[config.mk]
export PLATFORM = sky130hd
export DESIGN_NAME = fp_adder_arbiter_flat
export DESIGN_NICKNAME = d
export VERILOG_FILES = /design/src/rtl/fp_adder_arbiter_if.sv /design/src/rtl/fp_adder_arbiter.sv /design/src/flat_wrapper.sv
export SDC_FILE = /design/constraint.sdc
export NUM_CORES = 1
export LEC_CHECK = 0
export BUFFER_PORTS_ARGS = -buffer_cell sky130_fd_sc_hd__buf_2
export CAP_MARGIN = 20
export CORE_AREA = 2 2 304 306
export DETAILED_ROUTE_END_ITERATION = 6
export DIE_AREA = 0 0 306 308
export PLACE_DENSITY = 0.37
export SLEW_MARGIN = 20
export SYNTH_ARGS = -nofsm -noshare
export SYNTH_HDL_FRONTEND = slang
export SYNTH_SLANG_ARGS = --single-unit
[constraint.sdc]
create_clock -name Clock -period 7.8 [get_ports Clock]
set_input_delay 1.17 -clock Clock [delete_from_list [all_inputs] [get_ports Clock]]
set_output_delay 1.17 -clock Clock [all_outputs]
set_load 0.02 [all_outputs]
[src/rtl/fp_adder_arbiter_if.sv]
// Requester, adder and result handshake bundle for fp_adder_arbiter.
// The master modport is the arbiter side, the slave modport is its environment.
interface fp_adder_arbiter_if #(
    parameter int N_REQ = 4
);
    localparam int IW = (N_REQ > 1) ? $clog2(N_REQ) : 1;

    logic [N_REQ-1:0]    Req_valid;
    logic [N_REQ*64-1:0] Req_A;
    logic [N_REQ*64-1:0] Req_B;
    logic [N_REQ-1:0]    Req_ready;

    logic [63:0] Adder_A;
    logic [63:0] Adder_B;
    logic        Adder_A_store_bit;
    logic        Adder_B_store_bit;
    logic        Adder_A_acknowledgment;
    logic        Adder_B_acknowledgment;
    logic [63:0] Adder_SUM;
    logic        Adder_SUM_store_bit;
    logic        Adder_SUM_acknowledgment;

    logic [63:0]   Result_SUM;
    logic [IW-1:0] Result_id;
    logic          Result_error;
    logic          Result_valid;
    logic          Result_ready;
    logic          Timeout_flag;

    modport master (
        input  Req_valid, Req_A, Req_B,
        output Req_ready,
        output Adder_A, Adder_B,
        output Adder_A_store_bit, Adder_B_store_bit,
        input  Adder_A_acknowledgment, Adder_B_acknowledgment,
        input  Adder_SUM, Adder_SUM_store_bit,
        output Adder_SUM_acknowledgment,
        output Result_SUM, Result_id, Result_error, Result_valid,
        input  Result_ready,
        output Timeout_flag
    );

    modport slave (
        output Req_valid, Req_A, Req_B,
        input  Req_ready,
        input  Adder_A, Adder_B,
        input  Adder_A_store_bit, Adder_B_store_bit,
        output Adder_A_acknowledgment, Adder_B_acknowledgment,
        output Adder_SUM, Adder_SUM_store_bit,
        input  Adder_SUM_acknowledgment,
        input  Result_SUM, Result_id, Result_error, Result_valid,
        output Result_ready,
        input  Timeout_flag
    );
endinterface

[src/rtl/fp_adder_arbiter.sv]
// Round-robin arbiter sequencing one shared double-precision adder
// among N_REQ requesters, with a per-state watchdog abort.
module fp_adder_arbiter #(
    parameter int N_REQ   = 4,
    parameter int TIMEOUT = 1024
) (
    input logic Clock,
    input logic Reset,
    fp_adder_arbiter_if.master bus
);
    localparam int IW = (N_REQ > 1) ? $clog2(N_REQ) : 1;
    localparam int CW = $clog2(TIMEOUT);

    localparam logic [2:0] IDLE     = 3'd0;
    localparam logic [2:0] SEND_A   = 3'd1;
    localparam logic [2:0] SEND_B   = 3'd2;
    localparam logic [2:0] WAIT_SUM = 3'd3;
    localparam logic [2:0] RESULT   = 3'd4;

    localparam logic [63:0] QNAN = 64'hFFF8000000000000;

    logic [2:0]       state;
    logic [2:0]       state_next;
    logic [IW-1:0]    last_grant;
    logic [IW-1:0]    win;
    logic             found;
    logic [N_REQ-1:0] grant;
    logic             fire;
    logic [63:0]      sel_a;
    logic [63:0]      sel_b;
    logic [CW-1:0]    cnt;
    logic             expired;
    logic             waiting;
    logic             abort;
    logic [63:0]      op_a;
    logic [63:0]      op_b;
    logic [63:0]      sum_q;
    logic [IW-1:0]    id_q;
    logic             err_q;
    logic             flag_q;

    // Indices above last_grant beat those at or below it; lowest index
    // wins within each group, which is the wrapped search order.
    always_comb begin
        win   = '0;
        found = |bus.Req_valid;
        for (int i = N_REQ - 1; i >= 0; i--) begin
            if (bus.Req_valid[i] && IW'(i) <= last_grant) win = IW'(i);
        end
        for (int i = N_REQ - 1; i >= 0; i--) begin
            if (bus.Req_valid[i] && IW'(i) > last_grant) win = IW'(i);
        end
    end

    always_comb begin
        grant = '0;
        sel_a = '0;
        sel_b = '0;
        for (int i = 0; i < N_REQ; i++) begin
            if (IW'(i) == win) begin
                grant[i] = found && (state == IDLE);
                sel_a    = bus.Req_A[64*i +: 64];
                sel_b    = bus.Req_B[64*i +: 64];
            end
        end
    end

    assign fire    = |(bus.Req_valid & grant);
    assign expired = (cnt == CW'(TIMEOUT - 1));
    assign waiting = (state == SEND_A) || (state == SEND_B) ||
                     (state == WAIT_SUM);

    // A handshake on the expiry edge still wins over the abort.
    always_comb begin
        state_next = state;
        abort      = 1'b0;
        case (state)
            IDLE:
                if (fire) state_next = SEND_A;
            SEND_A:
                if (bus.Adder_A_acknowledgment) state_next = SEND_B;
                else if (expired) abort = 1'b1;
            SEND_B:
                if (bus.Adder_B_acknowledgment) state_next = WAIT_SUM;
                else if (expired) abort = 1'b1;
            WAIT_SUM:
                if (bus.Adder_SUM_store_bit) state_next = RESULT;
                else if (expired) abort = 1'b1;
            RESULT:
                if (bus.Result_ready) state_next = IDLE;
            default:
                state_next = IDLE;
        endcase
        if (abort) state_next = RESULT;
    end

    always_ff @(posedge Clock or posedge Reset) begin
        if (Reset) begin
            state      <= IDLE;
            last_grant <= IW'(N_REQ - 1);
            cnt        <= '0;
            op_a       <= '0;
            op_b       <= '0;
            sum_q      <= '0;
            id_q       <= '0;
            err_q      <= 1'b0;
            flag_q     <= 1'b0;
        end else begin
            state <= state_next;
            if (state_next != state) cnt <= '0;
            else if (waiting) cnt <= cnt + CW'(1);
            if (fire) begin
                op_a       <= sel_a;
                op_b       <= sel_b;
                id_q       <= win;
                last_grant <= win;
            end
            if (state == WAIT_SUM && bus.Adder_SUM_store_bit) begin
                sum_q <= bus.Adder_SUM;
                err_q <= 1'b0;
            end
            if (abort) begin
                sum_q  <= QNAN;
                err_q  <= 1'b1;
                flag_q <= 1'b1;
            end
        end
    end

    assign bus.Req_ready                = grant;
    assign bus.Adder_A                  = op_a;
    assign bus.Adder_B                  = op_b;
    assign bus.Adder_A_store_bit        = (state == SEND_A);
    assign bus.Adder_B_store_bit        = (state == SEND_B);
    assign bus.Adder_SUM_acknowledgment = (state == WAIT_SUM);
    assign bus.Result_valid             = (state == RESULT);
    assign bus.Result_SUM               = sum_q;
    assign bus.Result_id                = id_q;
    assign bus.Result_error             = err_q;
    assign bus.Timeout_flag             = flag_q;
endmodule

[src/flat_wrapper.sv]
// flat-port wrapper written by rule: the top's interface ports become plain ports
module fp_adder_arbiter_flat 
#(
    parameter int N_REQ   = 4,
    parameter int TIMEOUT = 1024
)
  (Clock, Reset, bus_Req_valid, bus_Req_A, bus_Req_B, bus_Req_ready, bus_Adder_A, bus_Adder_B, bus_Adder_A_store_bit, bus_Adder_B_store_bit, bus_Adder_A_acknowledgment, bus_Adder_B_acknowledgment, bus_Adder_SUM, bus_Adder_SUM_store_bit, bus_Adder_SUM_acknowledgment, bus_Result_SUM, bus_Result_id, bus_Result_error, bus_Result_valid, bus_Result_ready, bus_Timeout_flag);
  fp_adder_arbiter_if #(.N_REQ(N_REQ)) bus_i ();
  input logic Clock;
  input logic Reset;
  input wire logic [$bits(bus_i.Req_valid)-1:0] bus_Req_valid;
  input wire logic [$bits(bus_i.Req_A)-1:0] bus_Req_A;
  input wire logic [$bits(bus_i.Req_B)-1:0] bus_Req_B;
  output wire logic [$bits(bus_i.Req_ready)-1:0] bus_Req_ready;
  output wire logic [$bits(bus_i.Adder_A)-1:0] bus_Adder_A;
  output wire logic [$bits(bus_i.Adder_B)-1:0] bus_Adder_B;
  output wire logic [$bits(bus_i.Adder_A_store_bit)-1:0] bus_Adder_A_store_bit;
  output wire logic [$bits(bus_i.Adder_B_store_bit)-1:0] bus_Adder_B_store_bit;
  input wire logic [$bits(bus_i.Adder_A_acknowledgment)-1:0] bus_Adder_A_acknowledgment;
  input wire logic [$bits(bus_i.Adder_B_acknowledgment)-1:0] bus_Adder_B_acknowledgment;
  input wire logic [$bits(bus_i.Adder_SUM)-1:0] bus_Adder_SUM;
  input wire logic [$bits(bus_i.Adder_SUM_store_bit)-1:0] bus_Adder_SUM_store_bit;
  output wire logic [$bits(bus_i.Adder_SUM_acknowledgment)-1:0] bus_Adder_SUM_acknowledgment;
  output wire logic [$bits(bus_i.Result_SUM)-1:0] bus_Result_SUM;
  output wire logic [$bits(bus_i.Result_id)-1:0] bus_Result_id;
  output wire logic [$bits(bus_i.Result_error)-1:0] bus_Result_error;
  output wire logic [$bits(bus_i.Result_valid)-1:0] bus_Result_valid;
  input wire logic [$bits(bus_i.Result_ready)-1:0] bus_Result_ready;
  output wire logic [$bits(bus_i.Timeout_flag)-1:0] bus_Timeout_flag;
  assign bus_i.Req_valid = bus_Req_valid;
  assign bus_i.Req_A = bus_Req_A;
  assign bus_i.Req_B = bus_Req_B;
  assign bus_Req_ready = bus_i.Req_ready;
  assign bus_Adder_A = bus_i.Adder_A;
  assign bus_Adder_B = bus_i.Adder_B;
  assign bus_Adder_A_store_bit = bus_i.Adder_A_store_bit;
  assign bus_Adder_B_store_bit = bus_i.Adder_B_store_bit;
  assign bus_i.Adder_A_acknowledgment = bus_Adder_A_acknowledgment;
  assign bus_i.Adder_B_acknowledgment = bus_Adder_B_acknowledgment;
  assign bus_i.Adder_SUM = bus_Adder_SUM;
  assign bus_i.Adder_SUM_store_bit = bus_Adder_SUM_store_bit;
  assign bus_Adder_SUM_acknowledgment = bus_i.Adder_SUM_acknowledgment;
  assign bus_Result_SUM = bus_i.Result_SUM;
  assign bus_Result_id = bus_i.Result_id;
  assign bus_Result_error = bus_i.Result_error;
  assign bus_Result_valid = bus_i.Result_valid;
  assign bus_i.Result_ready = bus_Result_ready;
  assign bus_Timeout_flag = bus_i.Timeout_flag;
  fp_adder_arbiter #(.N_REQ(N_REQ), .TIMEOUT(TIMEOUT)) u_core (.Clock(Clock), .Reset(Reset), .bus(bus_i));
endmodule
==> results of run 1 <==
[state kept, by name (all words and copies together) (netlist names)]
name / count
u_core.bus.Timeout_flag: 1
u_core.bus.Result_error: 1
u_core.bus.Adder_B: 64
u_core.last_grant: 2
u_core.state: 3
u_core.cnt: 10
u_core.bus.Result_SUM: 64
u_core.bus.Adder_A: 64
u_core.bus.Result_id: 2
[metal layers]
layer,global-route usage,vias to the layer above
met5,0,-
met4,0.0401,8
met3,0.0298,86
met2,0.231,677
met1,0.163,6665
li1,-,6341
[synthesized netlist by cell type, drive strengths merged (2+ instances only)]
cell type    n
nor2        66
o211ai       4
o2bb2ai     18
nor2b        2
a21boi       2
xor2         5
or2          2
a21oi       88
and3         5
nand2      271
or3         54
a221oi      25
a222oi      54
dfrtp      209
inv          3
mux2i        2
o22a        26
buf         77
clkbuf      58
o21a         5
xnor2        4
nand3       62
o21ai      165
nor3b        3
a31oi       49
dfstp        2
nand3b       2
and2         5
mux2        49
nor3         4
nand2b      10
[final cells by class]
| type | instances | area [um2] | share of cell area |
|---|---|---|---|
| Antenna cell | 9 | 22.5 | 0.00125 |
| Multi-Input combinational cell | 997 | 6010 | 0.335 |
| Sequential cell | 211 | 5280 | 0.294 |
| Tap cell | 1186 | 1480 | 0.0827 |
| Clock inverter | 6 | 93.8 | 0.00523 |
| Inverter | 3 | 18.8 | 0.00105 |
| Timing Repair Buffer | 811 | 4130 | 0.230 |
| Clock buffer | 48 | 918 | 0.0512 |
[kinds of logic (layout without fill, tap and decap cells)]
family / after synthesis / count (layout) / share of synthesized area
and+or+nand+nor: 491 / 491 / 0.183
muxes: 51 / 51 / 0.0482
buffers and inverters: 138 / 868 / 0.0590
DFF: 211 / 211 / 0.445
other: 0 / 9 / 0
xor gates and xnor gates: 9 / 9 / 0.00664
AOI/OAI and AO/OA: 445 / 445 / 0.257
adders and majority gates: 1 / 1 / 0.00105
[worst max-delay path, cell delays in order]
cell      delay (ns)
buf_2           0.18
nand2b_1        0.22
a21boi_1        0.38
o21ai_4         0.07
buf_4           0.30
nor3_1          0.29
buf_2           0.21
[stage by stage]
step           cell area, um2  utilization  hold WS [ns]
6_report                18000        0.197         0.471
3_5_place_dp            16900        0.186         0.454
2_1_floorplan           11900            -         0.497
3_3_place_gp            16900        0.186         0.447
5_1_grt                 17900        0.197         0.494
4_1_cts                 17900        0.197         0.468
[cell usage in the layout (no fill, tap or decap), types with 5 or more instances in the layout]
| cell | synthesis | final |
|---|---|---|
| and3_1 | 5 | 5 |
| o2bb2ai_1 | 18 | 18 |
| o21ai_1 | 90 | 88 |
| nor2_1 | 65 | 65 |
| dfrtp_1 | 209 | 209 |
| clkbuf_16 | 0 | 30 |
| o22a_1 | 26 | 26 |
| a222oi_1 | 54 | 54 |
| or3_1 | 54 | 54 |
| a31oi_1 | 49 | 49 |
| diode_2 | 0 | 9 |
| mux2_2 | 33 | 33 |
| nand2b_1 | 10 | 10 |
| xor2_1 | 5 | 5 |
| mux2_1 | 16 | 16 |
| buf_2 | 60 | 789 |
| clkbuf_1 | 53 | 8 |
| nand3_1 | 62 | 62 |
| a21oi_1 | 88 | 88 |
| clkbuf_8 | 0 | 10 |
| a221oi_2 | 24 | 24 |
| buf_4 | 7 | 21 |
| nand2_1 | 271 | 270 |
| o21ai_0 | 75 | 75 |
[where the power goes]
part / switching, mW / total (mW) / internal (mW)
sequential: 0.301 / 1.91 / 1.61
clock: 0.562 / 1.42 / 0.862
combinational: 2.64 / 3.92 / 1.28
[final timing paths]
kind | startpoint | endpoint | slack [ns] | cells after the start
worst max-delay path | bus_Req_valid[2] | bus_Req_ready[2] | 3.81 | 7
worst min-delay path | u_core.bus.Timeout_flag | u_core.bus.Timeout_flag | 0.47 | 1
worst max register to register | u_core.last_grant[1] | u_core.bus.Adder_B[50] | 4.72 | 6
worst min register to register | u_core.bus.Timeout_flag | u_core.bus.Timeout_flag | 0.47 | 1
max in group asynchronous | Reset | u_core.bus.Adder_A[18] | 5.91 | 3
min in group asynchronous | Reset | u_core.bus.Adder_A[41] | 0.64 | 2
==> results by stage, run 1 <==
Synth:
- The number of unique standard cell types used by synthesis is between 50 and 60.
- The share of synthesized registers carrying an async set or reset is 1.00.
- A synthesized cell averages 8.82 um2.
- The number of synthesized flops with an enable pin is 0.
- Synthesis produced 1346 cells.
- The cell taking the most area after synthesis is dfrtp_1.
- The total of warnings raised by yosys is 0.
- Counting every net in the synthesized netlist gives 1933.
- By area the synthesized netlist is led by dfrtp_1 44%, nand2_1 8.6%, a222oi_1 4.6%.
- For this run, the leading register cell type out of synthesis is dfrtp_1.
- The share of synthesized area occupied by flip-flops and latches is 0.445.
- The share of synthesized area in the top cell type comes to 0.441.
- The mapped netlist covers 11900 um2.
- The synthesized design contains 211 register bits.

Route:
- The final routed DRC violation total is 14.
- After the first detailed-routing iteration, the DRC count stood at 1022.
- The met3 layer wire length in the routed design is 4770 um.
- Detailed routing placed a total of about 32000 um of wire on met2.
- The sum of routed wire segments on met1 is around 27000 um.
- In the final routed layout, each cell accounts on average for 20.2 um.
- Across all layers, the routed design uses about 14k vias.
- The topmost layer with routed signal wires is met5.
- In this run the remaining antenna-violating nets after routing total 0.
- The total iterations of the first detailed-routing run is 7.
- After detailed routing, the total wire length is 66100 um.
- In the routed layout, each cell is associated on average with a via count of approximately 4.2.

Finish:
- The total of fill cells in the finished design is a little over 10k.
- The synthesis-to-layout area growth is 51.3%.
- The fraction of layout instances using a drive strength above 1 is 0.452.
- The final cell count without fillers is between 3k and 4k.
- After the last flow step, the layout net total stands at 2641.

Clock network:
- For the worst-skew pair, the clock arrives at the later sink with an insertion delay of 0.60 ns.
- The clock transition at the register clock pins on the worst setup and hold paths after CTS is 0.05 ns.
- The CTS tree is done.
- The maximum root-to-sink buffer count is 3.
- The number of gates resized after cts is 0.
- The post-CTS repair timing setup buffer count is 0.
- Clock tree synthesis inserted a total of 30 buffers.
- The tree is rooted in a clkbuf_16.
- The tree built by TritonCTS fans out to 211 sinks.
- The number of H-tree branching levels is 1.
- After clock tree synthesis, the flow added hold-fix buffers numbering 0.

Timing:
- Setup repair after global routing left no endpoint under its margin.
- The worst path meets setup with 3.81 ns of slack.
- For the final database, setup skew stands at 0.0132 ns.
- The clock period minus worst slack is approximately 4 ns.
- The highest attainable clock frequency is 0.251 GHz.
- The count of pins over their slew limit was 0.
- The normalized max-slew margin is 0.270.
- The final count of hold timing violations is 0.
- The sum of negative setup slack is 0 ns.
- At the pin with the least slew margin, the transition time is roughly 1.1 ns.
- The share of the cycle needed by the critical path after routing is 0.512.
- The setup-violating endpoint count in the final report is 0.

Global route:
- The first-pass GRT wire length is 94900 um.
- The global-route usage over all layers is 0.133.
- After global routing the overflow that remains totals 0.
- The number of antenna violations at the first check in global routing is 16.
- The number of global-route vias before repair is around 14k.
- The maximum number of pins on one net before global-route repair is about 130.

Place:
- The global placement routability congestion is 0.859.
- Timing analysis after detailed placement gives a worst setup slack of 3.74 ns.
- After detailed placement, the design holds a cell count of 3208.
- Buffers placed on the I/O ports in this run total 789.
- The placed wire-length estimate is 49400 um.

Floorplan:
- The starting density of the core is 0.130.
- After floorplanning, the core was divided into 111 placement rows.
- The die height is 308 um.
- The full die area is ~94000 um2.
- The area of the core region is 91000 um2.
- The number of placed I/O pins is 790.
- The floorplan die width is 306 um.

Critical path:
- The element type at the critical path end is a primary output.
- The category of the most critical setup path is in2out.
- The maximum fanout along the worst path is 52.
- Data on the critical path is required at its endpoint by 6.63 ns.
- STA classifies the critical path startpoint as a primary input.
- The data arrival time of the critical path is 2.82 ns.

Outcome:
- The final reports fail on design-rule violations.
- The run finished, with violations left.

Power and ir drop:
- Total power for the finished layout comes to approximately 7.3 mW.
- The analysis attributes to cell leakage a power of 8.38 nW.
- The worst IR drop on VDD is about 0.15 mV.
- In this run the power density over the cells is 404 nW/um2.

Hold path:
- The worst hold-check path type is reg2reg.

Flow run:
- The tool flagged a number of max-cap violations equal to 0.
(Power assumes the default switching activity.)
==> run 2: changes to the inputs <==
--- a/config.mk
+++ b/config.mk
@@ -10,7 +10,7 @@
 export CORE_AREA = 2 2 304 306
 export DETAILED_ROUTE_END_ITERATION = 6
 export DIE_AREA = 0 0 306 308
-export PLACE_DENSITY = 0.37
+export PLACE_DENSITY = 0.38
 export SLEW_MARGIN = 20
 export SYNTH_ARGS = -nofsm -noshare
 export SYNTH_HDL_FRONTEND = slang
==> constraint.sdc (replaced) <==
create_clock -name Clock -period 3.3 [get_ports Clock]
set_input_delay 0.495 -clock Clock [delete_from_list [all_inputs] [get_ports Clock]]
set_output_delay 0.495 -clock Clock [all_outputs]
set_load 0.02 [all_outputs]
==> results by stage, run 2 (synthesis gave the netlist of run 1 again) <==
Timing:
- The setup-violating endpoint count in the final report is 0.
- Setup repair after global routing left no endpoint under its margin.
- The final count of hold timing violations is 0.
- The count of pins over their slew limit came to 0.
- The maximum clock skew at final layout is 0.0132 ns.
- Headroom to the max-slew limit came out at 0.442.
- In the final timing run, aggregate negative setup slack is 0 ns.
- In the finished design, the share of the clock period the worst path needs comes to 0.925.
- At the pin with the least slew margin, the transition time is ~0.84 ns.
- The clock period minus worst slack is between 3 and 4 ns.
- Derived from the worst setup path, the maximum achievable clock frequency is 0.328 GHz.

Floorplan:
- The number of standard-cell rows in the floorplan is 111.
- The die height is around 310 um.
- The number of placed I/O pins is approximately 800.
- The die is 306 um wide.
- The die covers 94200 um2.
- The initial utilization of the core area, before any placement, comes to 0.130.
- In this run the standard cell core region covers 91000 um2.

Critical path:
- The element type at the critical path end is a primary output.
- The startpoint of the lowest-slack register-to-register path is u_core.last_grant[1].
- Tracing the worst setup path back leads to its startpoint at u_core.last_grant[1].
- STA classifies the critical path startpoint as a flop.
- The maximum fanout along the worst path is 15.
- The data arrival time of the critical path is between 2 and 3 ns.
- The category of the most critical setup path is reg2out.
- Data on the critical path is required at its endpoint by 2.80 ns.

Power and ir drop:
- The total power is ~17 mW.
- The power per cell area is 950 nW/um2.
- The leakage component of the power is between 8 and 9 nW.
- The worst-case IR drop observed on VDD is 0.370 mV.

Clock network:
- The total number of clock tree sinks is 211.
- The clock root buffer is clkbuf_16.
- The CTS tree is done.
- Clock-pin slew was measured on the worst setup and hold paths at 0.06 ns.
- In this run, CTS created clock tree buffers numbering 29.
- In this run the deepest clock path goes through 3 buffers.
- The number of H-tree branching levels is 1.
- The insertion delay to the later sink of the worst-skew pair is 0.59 ns.
- The number of gates resized after cts is 0.

Place:
- The count of input and output buffers is 789.
- The global placement routability congestion is 0.830.
- After legalization and detailed placement, the total HPWL measured 53000 um.
- The number of instances in the placed design is approximately 3.2k.

Finish:
- In the layout the commonest cells are 789 x buf_2, 270 x nand2_1, 209 x dfrtp_1.
- In the final layout, the share of cells above drive strength 1 is 0.461.
- The finished layout holds 3302 standard cells, fillers aside.
- The library cell used most frequently in the layout, excluding fill and tap cells, is buf_2.
- The number of nets in the final layout is 2677.
- The synthesis-to-layout area growth is 55.1%.
- For this run, the share of the core covered by cells in the final layout is 0.202.
- The total of fill cells in the finished design is 10.4k.

Route:
- The number of DRC violations after detailed-routing iteration 0 is between 700 and 800.
- The average via count per standard cell is 4.15.
- The total wire length is 69200 um.
- The first detailed-routing pass took 7 iterations.
- Once detail routing completed, the nets flagged for antenna violations numbered 0.
- The routed layout has 13.7k vias.
- After detailed routing, the number of remaining DRC violations is 0.
- Dividing the detail-routed wire length by the instance count gives 20.9 um.

Global route:
- The number of global-route vias before repair is 14.4k.
- The maximum number of pins on one net before global-route repair is 70.
- The number of antenna violations at the first check in global routing is 10.
- For this run the aggregate overflow at the end of global routing stands at 0.
- The first-pass GRT wire length is 98000 um.
- The global-route usage over all layers is 0.139.

Hold path:
- The worst hold-check path type is in2reg.
- The hold path startpoint is bus_Adder_SUM[51].

Flow run:
- The number of violations of the max-capacitance limit is 0.

Outcome:
- The flow ran to the end, and the final reports show no timing, DRC or antenna violations.
==> run 2: worst max-delay path, cell delays in order, from the launching register on <==
cell	delay (ns)
dfstp_2	0.68
mux2i_1	0.23
o22a_1	0.23
o21ai_4	0.18
nor3_1	0.40
buf_2	0.24
==> run 2: final timing paths <==
kind                                              to  slack (ns)  cells past startpoint
max in group asynchronous  u_core.bus.Result_SUM[45]        1.96                      5
hold / removal             u_core.bus.Result_SUM[51]        0.13                      3
min in group asynchronous     u_core.bus.Adder_B[17]        0.46                      3
hold reg to reg              u_core.bus.Timeout_flag        0.46                      1
setup reg to reg              u_core.bus.Adder_A[46]        0.83                      6
setup / recovery                    bus_Req_ready[2]        0.25                      5
==> run 2: metal layers <==
layer	track usage	part of all wire
met5	0	0.00072
met4	0.0501	0.034
met3	0.0383	0.078
met2	0.237	0.48
met1	0.167	0.41
==> run 2: through the flow <==
step	area (um2)	hold WS [ns]	setup slack, ns
after floorplan	11900	0.497	0.0644
after global placement	17400	0.447	0.607
after detailed placement	17400	0.447	0.600
after CTS	18400	0.0750	0.180
after global routing	18400	0.103	0.0751
final	18400	0.129	0.249
==> run 2: timing repair <==
item,in CTS,in global routing
hold buffers,1,0
setup buffers,0,0
hold endpoints to repair,12,0
==> run 2: final cells by class <==
| cell class | instances | area (um2) | share of cell area |
|---|---|---|---|
| Tap cell | 1186 | 1480 | 0.0806 |
| Timing Repair Buffer | 848 | 4660 | 0.253 |
| Sequential cell | 211 | 5280 | 0.287 |
| Antenna cell | 5 | 12.5 | 0.000680 |
| Multi-Input combinational cell | 997 | 6010 | 0.326 |
| Clock buffer | 44 | 872 | 0.0474 |
| Clock inverter | 8 | 72.6 | 0.00394 |
| Inverter | 3 | 15.0 | 0.000816 |
==> run 2: where the power goes <==
group | internal [mW] | leakage (nW) | switching (mW)
sequential | 3.80 | 2.59 | 0.726
combinational | 3.41 | 5.55 | 6.35
clock | 1.88 | 0.472 | 1.33
total | 9.09 | 8.62 | 8.40
==> run 3: changes to the inputs <==
--- a/config.mk
+++ b/config.mk
@@ -7,10 +7,10 @@
 export LEC_CHECK = 0
 export BUFFER_PORTS_ARGS = -buffer_cell sky130_fd_sc_hd__buf_2
 export CAP_MARGIN = 20
-export CORE_AREA = 2 2 304 306
+export CORE_AREA = 2 2 309 311
 export DETAILED_ROUTE_END_ITERATION = 6
-export DIE_AREA = 0 0 306 308
-export PLACE_DENSITY = 0.38
+export DIE_AREA = 0 0 311 313
+export PLACE_DENSITY = 0.37
 export SLEW_MARGIN = 20
 export SYNTH_ARGS = -nofsm -noshare
 export SYNTH_HDL_FRONTEND = slang
==> results by stage, run 3 (synthesis gave the netlist of run 1 again) <==
Floorplan:
- The floorplan has 113 rows.
- The die covers 97300 um2.
- The floorplan die width is 311 um.
- The starting density of the core is 0.126.
- For this design the top-level I/O count stands at 790.
- The area of the core region is 94200 um2.
- The die height is around 310 um.

Critical path:
- Together, buffers and inverters on the worst path number 1.
- The timing startpoint of the critical path is u_core.last_grant[1].
- On the critical path the largest part of the delay comes from flip-flops.
- The signal on the critical path passes through o21ai_1, a21o_4, nor3_1, buf_2.
- In this run the number of cells on the critical path is 4.
- The setup slack of the most critical reg-to-reg path is around 0.74 ns.
- The kind of start point of the critical path is a flop.
- The maximum fanout along the worst path is 34.
- At the worst endpoint, the required time is 2.80 ns.
- The worst reg-to-reg path cell count is 5.
- The data arrival time of the critical path is 2.52 ns.
- STA classifies the critical path endpoint as a primary output.
- The category of the most critical setup path is reg2out.
- The startpoint of the lowest-slack register-to-register path is u_core.last_grant[1].
- The largest individual stage delay along the critical path comes from the cell dfstp_2.
- Following the worst setup path forward leads to its endpoint at bus_Req_ready[0].
- The worst register-to-register path ends at u_core.bus.Adder_A[55].
- The stage delay of the slowest cell on the critical path is 0.68 ns.

Timing:
- In this run the tightest slew margin relative to its limit is 0.328.
- Setup repair after global routing left no endpoint under its margin.
- The sum of negative setup slack is 0 ns.
- The share of the cycle needed by the critical path after routing is 0.912.
- The highest attainable clock frequency is 0.332 GHz.
- The final count of hold timing violations is 0.
- The count of pins over their slew limit is 0.
- Between clock sinks in the finished design, the worst skew comes to 0.0190 ns.
- Once routing completed, OpenROAD measured the worst setup slack at 0.290 ns.
- Setup violations remaining at the end of the flow were counted as 0.
- The slew at the pin with the worst max-slew slack is 1.01 ns.
- The clock period minus worst slack is approximately 3.0 ns.

Clock network:
- The total number of clock tree sinks is 211.
- The CTS buffer count is 28.
- The maximum root-to-sink buffer count is 3.
- The root buffer cell chosen for the clock tree is clkbuf_16.
- The clock transition at the register clock pins on the worst setup and hold paths after CTS is approximately 0.060 ns.
- The number of gates resized after cts is 0.
- In this run, post-CTS hold repair placed 0 buffers.
- CTS built an H-tree with a depth of 1.
- TritonCTS built the clock tree.
- The insertion delay to the later sink of the worst-skew pair is 0.59 ns.
- Post-CTS timing repair inserted 0 buffers for setup.

Global route:
- Across every metal layer, demand over resource in global routing totals 0.134.
- The first-pass GRT wire length is 99100 um.
- The number of antenna violations at the first check in global routing is 13.
- The number of global-route vias before repair is 14.4k.
- The total overflow left after global routing is 0.
- The maximum number of pins on one net before global-route repair is 90.

Power and ir drop:
- The power per cell area is 931 nW/um2.
- The analysis attributes to cell leakage a power of about 8.6 nW.
- The worst IR drop on VDD is 0.387 mV.

Route:
- In the routed layout, each cell is associated on average with a via count of approximately 4.0.
- Detailed routing inserted a total of 13.7k vias.
- The total wire length is 68600 um.
- After the first detailed-routing iteration, the DRC count stood at 925.
- The routed length per placed instance is between 20 and 25 um.
- The first detailed-routing pass ran for 5 iterations.
- In this run the remaining antenna-violating nets after routing total 0.
- For this run, design rule violations remaining after detail routing come to 0.

Finish:
- The final layout contains 2674 nets.
- The fraction of layout instances using a drive strength above 1 is 0.459.
- The library cell used most frequently in the layout, excluding fill and tap cells, is buf_2.
- The synthesis-to-layout area growth is 55.1%.
- The final cell count without fillers is 3386.
- The top cell types in the final layout, fill and taps aside, are 789 x buf_2, 270 x nand2_1, 209 x dfrtp_1.
- The total of fill cells in the finished design is 10.8k.

Place:
- The number of instances in the placed design is 3322.
- The congestion estimate from routability-driven global placement came to 0.822.
- The count of input and output buffers is 789.
- The placed wire-length estimate is 52400 um.
- At the placement stage, the worst setup path has a slack of 0.534 ns.

Flow run:
- The number of violations of the max-capacitance limit is 0.

Outcome:
- The run finished with clean final reports.

Hold path:
- In this run the worst hold path is classified as in2async.
-- run 3: changes by cell type in the layout (fill, tap and decap cells not counted) --
cell           change
buf_12             -1
clkbuf_16          -1
diode_2            +7
bufinv_16          -1
clkinv_8           +1
clkinvlp_4         +1
clkbuf_8           -5
clkbuf_1           +6
inv_6              -1
dlygate4sd3_1      -1
-- run 3: metal layers --
metal	vias up	wire length (um)	track usage
met4	4	2280	0.0487
met5	-	27	0
met3	96	4730	0.0333
met1	6587	28400	0.165
met2	613	33100	0.227
li1	6413	-	-
-- run 3: worst reg2reg max path: stages (launching register included) --
cell      delay, ns
dfstp_2        0.68
and2_1         0.24
o2111a_2       0.84
buf_4          0.40
a222oi_1       0.12
o21ai_0        0.21
-- run 3: worst min path at each step --
stage                                      endpoint  cells past startpoint               startpoint
final                                 u_core.cnt[8]                      2                    Reset
after global routing      u_core.bus.Result_SUM[52]                      3        bus_Adder_SUM[52]
after CTS                 u_core.bus.Result_SUM[62]                      3        bus_Adder_SUM[62]
after detailed placement    u_core.bus.Timeout_flag                      1  u_core.bus.Timeout_flag
after global placement      u_core.bus.Timeout_flag                      1  u_core.bus.Timeout_flag
after floorplan                       u_core.cnt[9]                      2            u_core.cnt[9]
-- run 3: per-stage QoR --
step / util / power (mW) / instance area [um2] / hold WS [ns]
after floorplan: - / 10.3 / 11900 / 0.497
after global placement: 0.186 / 14.4 / 17500 / 0.445
after detailed placement: 0.186 / 14.4 / 17500 / 0.456
after CTS: 0.195 / 17.5 / 18400 / 0.0693
after global routing: 0.195 / 18.4 / 18400 / 0.0975
final: 0.195 / 17.1 / 18400 / 0.104
-- run 3: final cells by class --
type                            instances  area (um2)  area share
Timing Repair Buffer                  846        4630       0.251
Inverter                                3        15.0    0.000816
Clock buffer                           44         801      0.0435
Antenna cell                           12        30.0     0.00163
Multi-Input combinational cell        997        6010       0.326
Tap cell                             1265        1580      0.0860
Sequential cell                       211        5280       0.287
Clock inverter                          8        57.6     0.00313
-- run 3: power breakdown --
part / internal, mW / switching, mW
Sequential: 3.80 / 0.718
Clock: 1.66 / 1.31
Combinational: 3.34 / 6.31
Total: 8.80 / 8.34
